`src/rtl/cmp_stream_tracker_pkg.sv`:
```
// Shared types and helpers for the comparator stream tracker.
// State encoding, default widths and the saturating increment.
package cmp_stream_tracker_pkg;

  localparam int N_DEF     = 4;
  localparam int CNT_W_DEF = 8;

  typedef enum logic [1:0] {
    IDLE,
    ACCUM,
    REPORT
  } state_e;

  function automatic logic [31:0] sat_inc(
    input logic [31:0] v,
    input logic [31:0] lim
  );
    return (v == lim) ? v : v + 32'd1;
  endfunction

endpackage

```
`src/rtl/cmp_stream_tracker_cmp.sv`:
```
// Unsigned N-bit magnitude comparator.
// Exactly one of equal/lower/greater is high.
module cmp_stream_tracker_cmp #(
  parameter int N = 4
) (
  input  logic [N-1:0] a,
  input  logic [N-1:0] b,
  output logic         equal,
  output logic         lower,
  output logic         greater
);

  assign equal   = (a == b);
  assign lower   = (a < b);
  assign greater = (a > b);

endmodule

```
`src/rtl/cmp_stream_tracker.sv`:
```
// Per-frame max/min and eq/lw/gr counting against a target.
// One result record is emitted per frame over a valid/ready port.
module cmp_stream_tracker
  import cmp_stream_tracker_pkg::*;
#(
  parameter int N     = N_DEF,
  parameter int CNT_W = CNT_W_DEF
) (
  input  logic             clk,
  input  logic             rst_n,
  input  logic             in_valid,
  output logic             in_ready,
  input  logic [N-1:0]     in_data,
  input  logic             in_last,
  input  logic [N-1:0]     target,
  output logic             out_valid,
  input  logic             out_ready,
  output logic [N-1:0]     out_max,
  output logic [N-1:0]     out_min,
  output logic [CNT_W-1:0] out_eq_cnt,
  output logic [CNT_W-1:0] out_lw_cnt,
  output logic [CNT_W-1:0] out_gr_cnt,
  output logic [CNT_W-1:0] out_count,
  output logic             out_sat
);

  localparam logic [CNT_W-1:0] CNT_MAX = '1;
  localparam logic [31:0]      LIM     = 32'(CNT_MAX);

  state_e           state;
  logic [N-1:0]     target_q, max_q, min_q;
  logic [CNT_W-1:0] eq_q, lw_q, gr_q, cnt_q;
  logic             sat_q;

  logic [N-1:0]     max_n, min_n, tgt_sel;
  logic [CNT_W-1:0] eq_n, lw_n, gr_n, cnt_n;
  logic             sat_n;

  logic t_eq, t_lw, t_gr;
  logic mx_eq, mx_lw, mx_gr;
  logic mn_eq, mn_lw, mn_gr;
  logic unused_cmp;
  logic accept;

  assign in_ready = (state != REPORT);
  assign accept   = in_valid && in_ready;
  assign tgt_sel  = (state == IDLE) ? target : target_q;

  cmp_stream_tracker_cmp #(.N(N)) u_cmp_tgt (
    .a(in_data), .b(tgt_sel),
    .equal(t_eq), .lower(t_lw), .greater(t_gr)
  );

  cmp_stream_tracker_cmp #(.N(N)) u_cmp_max (
    .a(in_data), .b(max_q),
    .equal(mx_eq), .lower(mx_lw), .greater(mx_gr)
  );

  cmp_stream_tracker_cmp #(.N(N)) u_cmp_min (
    .a(in_data), .b(min_q),
    .equal(mn_eq), .lower(mn_lw), .greater(mn_gr)
  );

  assign unused_cmp = ^{mx_eq, mx_lw, mn_eq, mn_gr};

  always_comb begin
    max_n = max_q;
    min_n = min_q;
    eq_n  = eq_q;
    lw_n  = lw_q;
    gr_n  = gr_q;
    cnt_n = cnt_q;
    sat_n = sat_q;
    if (state == IDLE) begin
      max_n = in_data;
      min_n = in_data;
      eq_n  = CNT_W'(t_eq);
      lw_n  = CNT_W'(t_lw);
      gr_n  = CNT_W'(t_gr);
      cnt_n = CNT_W'(1);
      sat_n = 1'b0;
    end else begin
      if (mx_gr) max_n = in_data;
      if (mn_lw) min_n = in_data;
      if (t_eq) eq_n = CNT_W'(sat_inc(32'(eq_q), LIM));
      if (t_lw) lw_n = CNT_W'(sat_inc(32'(lw_q), LIM));
      if (t_gr) gr_n = CNT_W'(sat_inc(32'(gr_q), LIM));
      cnt_n = CNT_W'(sat_inc(32'(cnt_q), LIM));
      // sticky: any increment attempted at the ceiling
      sat_n = sat_q
            | (t_eq && eq_q == CNT_MAX)
            | (t_lw && lw_q == CNT_MAX)
            | (t_gr && gr_q == CNT_MAX)
            | (cnt_q == CNT_MAX);
    end
  end

  always_ff @(posedge clk or negedge rst_n) begin
    if (!rst_n) begin
      state      <= IDLE;
      target_q   <= '0;
      max_q      <= '0;
      min_q      <= '0;
      eq_q       <= '0;
      lw_q       <= '0;
      gr_q       <= '0;
      cnt_q      <= '0;
      sat_q      <= 1'b0;
      out_valid  <= 1'b0;
      out_max    <= '0;
      out_min    <= '0;
      out_eq_cnt <= '0;
      out_lw_cnt <= '0;
      out_gr_cnt <= '0;
      out_count  <= '0;
      out_sat    <= 1'b0;
    end else begin
      unique case (state)
        IDLE, ACCUM: begin
          if (accept) begin
            if (state == IDLE) target_q <= target;
            max_q <= max_n;
            min_q <= min_n;
            eq_q  <= eq_n;
            lw_q  <= lw_n;
            gr_q  <= gr_n;
            cnt_q <= cnt_n;
            sat_q <= sat_n;
            if (in_last) begin
              state      <= REPORT;
              out_valid  <= 1'b1;
              out_max    <= max_n;
              out_min    <= min_n;
              out_eq_cnt <= eq_n;
              out_lw_cnt <= lw_n;
              out_gr_cnt <= gr_n;
              out_count  <= cnt_n;
              out_sat    <= sat_n;
            end else begin
              state <= ACCUM;
            end
          end
        end
        REPORT: begin
          if (out_ready) begin
            state     <= IDLE;
            out_valid <= 1'b0;
          end
        end
        default: state <= IDLE;
      endcase
    end
  end

endmodule

```
`config.mk`:
```
export PLATFORM = sky130hd
export DESIGN_NAME = cmp_stream_tracker
export DESIGN_NICKNAME = d
export VERILOG_FILES = /design/src/rtl/cmp_stream_tracker_pkg.sv /design/src/rtl/cmp_stream_tracker_cmp.sv /design/src/rtl/cmp_stream_tracker.sv
export SDC_FILE = /design/constraint.sdc
export NUM_CORES = 1
export LEC_CHECK = 0
export BUFFER_PORTS_ARGS = -buffer_cell sky130_fd_sc_hd__buf_2
export CELL_PAD_IN_SITES_DETAIL_PLACEMENT = 0
export CELL_PAD_IN_SITES_GLOBAL_PLACEMENT = 2
export CORE_MARGIN = 2
export CORE_UTILIZATION = 36
export DETAILED_ROUTE_END_ITERATION = 10
export GPL_TIMING_DRIVEN = 0
export PLACE_DENSITY_LB_ADDON = 0.1
export SLEW_MARGIN = 20
export SYNTH_ARGS = -nofsm -noshare
export SYNTH_HDL_FRONTEND = slang
export SYNTH_SLANG_ARGS = --single-unit
```
`constraint.sdc`:
```
create_clock -name clk -period 3.2 [get_ports clk]
set_input_delay 0 -clock clk [delete_from_list [all_inputs] [get_ports clk]]
set_output_delay 0 -clock clk [all_outputs]
set_load 0.02 [all_outputs]
```
==> metrics.cfg <==
[clock_network]
cts-root-buf=clkbuf_16
cts_buffers=9
cts_tree=yes
postCtsSetupRepairBufs=0
clk_pin_slew_ns=0.07
cts_num_sinks=89
cts_buffer_depth=2
clk_latency_ns=0.35
htreeDepth=3

[timing]
tns_ns=0
fin_worst_skew_ns=0.00730
hold_violations=0
slew_headroom_pct=50.7
max_slew.worst_pin.slew_ns=0.740
setup_violations=0
fmax_mhz=337
slew_violations=0
fin_crit_ns=2.97
whs_ns=0.00440
fin_crit_sh_pct=92.7

[logic_synthesis]
synthArstFlopShare_pct=100
synth_area_sq_um=4650
synth_flop_cell=dfrtp_1
synth_edf_count=0
synth-seq-cells=89
yosys_warnings=0
synth_cell_type_count=60
synth_seq_area_share_pct=47.9
synthesis.nets=522
avgSynthCellArea_sq_um=9.41
netlist_instances=494

[route]
vias=4001
wirelength_microns=13500
ant_nets=0
drcViolationCount=0
drtIter0Drc=200
viasPerCell=5.38
wire_per_inst_microns=18.1
dr.pass1.iters=5

[layout]
multi_input_area_sq_um=2280
stdcell_count=744
fillers=1304
seq_area_sq_um=2230
syn2layout_area_growth_pct=20.4
antenna_cells=0
final_common_cell=dfrtp_1
fin_nets=595
layout_common_cells=dfrtp_1 (89), nand2_1 (70), o21ai_0 (65), buf_2 (58), nor2_1 (37)
drive_gt1_share_pct=18.2

[floorplan]
dieArea_sq_um=13800
core_sq_um=12600
start_util_pct=36.8
rows=41
io_pins=56
dieWidth_microns=118
die_height_microns=118

[worst_setup_path]
crit_buf_inv=3
crit_chain=nor2_4 > clkbuf_4 > mux2i_1 > ha_1 > and4_1 > buf_4 > a21oi_4 > buf_2 > a31oi_1 > o21ai_0 > o31ai_1
critPathMaxStageDelay_ns=0.45
r2r_start=state[1]$_DFFE_PN0P_
critPathMaxFanout=10
reg2regPathDepth=11
path_class=flip-flop to flip-flop
critPathRequiredTime_ns=3.43
ff2ff_setup_slack_ns=0.23
endpoint_kind=flip-flop
critPathTopFamily=buffers and inverters
critical_path.slowest_cell=dfrtp_1
r2r-end=gr_q[2]$_DFFE_PN0P_
crit_arrival_ns=3.19
cp-start-kind=flip-flop

[power]
ir_drop_mv=0.302
p_leak_nw=2.49
power_density_nw_per_um2=697

[place]
hpwl_microns=9280
placed_cells=722
gp_congestion=0.836
port_buffers=55

[global_routing]
grt_pass1_vias=3926
overflow=0
track_usage_pct=20.6
grt_max_degree=49
grt_pass1_wl_microns=22200
antenna_found_initial=0

[job]
maxCapViolations=0

[worst_hold_path]
min_from=target[2]
min-delay-path-class=input pin to flip-flop
worstHoldEndpoint=target_q[2]$_DFFE_PN0P_
holdPathStages=3

[outcome]
status=completed

Yosys cell counts, types with 2 or more instances:
library cell  count  area (sq um)
o211ai_1          3          22.5
o21ai_0          65           325
o22a_1            2          17.5
a22oi_1           2          15.0
nand3b_1          2          15.0
a31oi_1           8          50.1
mux2_2            7          78.8
buf_2             5          25.0
nor2b_1           2          12.5
a21oi_1          30           150
clkbuf_1         18          67.6
ha_1             15           188
a2bb2oi_1         2          17.5
a21boi_0          2          15.0
or2_2             2          12.5
nand2b_1          3          18.8
o31ai_1          14           105
a31o_2            3          26.3
xnor2_1           5          43.8
a21o_1            3          22.5
mux2i_1          16           160
nor2_1           38           143
xor2_1            5          43.8
nand4_1           9          56.3
and4_1            3          26.3
dfrtp_1          89          2230
nand3_1          15          75.1
a32o_1            5          50.1
inv_1            13          48.8
nor3_1            5          25.0
nand2_1          70           263
and3_1            5          31.3
worst min-delay path: stages:
cell	delay, ns
buf_2	0.08
mux2i_1	0.08
o21ai_0	0.16
final cells by class:
cell class,count,area share [%]
clock buffers,10,4.27
plain buffers,23,1.79
inverters,13,0.872
well taps,172,3.85
multi-input cells,368,40.8
repair buffers,63,6.77
clock inverters,6,1.88
flip-flops and latches,89,39.8
worst max-delay path by stage:
stage	cells past startpoint	slack, ns	from	endpoint
after CTS	11	0.07	state[1]$_DFFE_PN0P_	gr_q[2]$_DFFE_PN0P_
final	11	0.23	state[1]$_DFFE_PN0P_	gr_q[2]$_DFFE_PN0P_
after floorplan	10	0.51	state[1]$_DFFE_PN0P_	lw_q[3]$_DFFE_PN0P_
after global placement	13	-0.02	state[1]$_DFFE_PN0P_	out_gr_cnt[4]$_DFFE_PN0P_
after global routing	11	-0.002	state[1]$_DFFE_PN0P_	gr_q[4]$_DFFE_PN0P_
after detailed placement	11	-0.07	state[1]$_DFFE_PN0P_	gr_q[2]$_DFFE_PN0P_
metrics by stage:
step	power, W	setup slack (ns)	util, %	area, sq um
floorplan	0.00229	0.513	-	4650
global placement	0.00265	-0.0194	40.7	5140
detailed placement	0.00267	-0.0681	41.0	5170
CTS	0.00394	0.0710	44.3	5590
global route	0.00415	-0.00181	44.3	5600
finish	0.00390	0.234	44.3	5600
repair_timing:
| action | in CTS | in global routing |
|---|---|---|
| hold endpoints to repair | 95 | 0 |
| setup endpoints to repair | 7 | 22 |
| gates cloned | 0 | 0 |
| resized for setup | 1 | 5 |
| hold buffers | 7 | 0 |
registers in the layout, summed over array words and instances, names as in the netlist, 2 cells and up:
register,flops
cnt_q,8
eq_q,8
gr_q,8
lw_q,8
max_q,4
min_q,4
out_count,8
out_eq_cnt,8
out_gr_cnt,8
out_lw_cnt,8
out_max,4
out_min,4
state,2
target_q,4
routing by layer:
| layer | vias up | wire length (microns) | share of wire (%) | track usage [%] |
|---|---|---|---|---|
| li1 | 1924 | - | - | - |
| met1 | 1974 | 6550 | 49 | 29.2 |
| met2 | 89 | 6190 | 46 | 32.0 |
| met3 | 14 | 489 | 3.6 | 2.81 |
| met4 | 0 | 248 | 1.8 | 7.45 |
| met5 | - | 0 | 0 | 0 |
power by group:
| group | internal [W] | switching, W |
|---|---|---|
| registers | 0.00133 | 0.000175 |
| clock network | 0.000781 | 0.000464 |
| logic | 0.000452 | 0.000699 |
| total | 0.00257 | 0.00134 |
cell families (layout without fill, tap and decap cells):
logic type               Yosys count  count (layout)  share of synthesized area [%]
buffers and inverters             37             115                           3.20
flip-flops                        89              89                           47.9
adder cells (fa/ha/maj)           15              15                           4.04
AO/OA/AOI/OAI                    154             154                           20.9
AND/OR/NAND/NOR                  166             166                           16.9
multiplexers                      23              23                           5.14
XOR/XNOR                          10              10                           1.88
(Power assumes the default switching activity.)
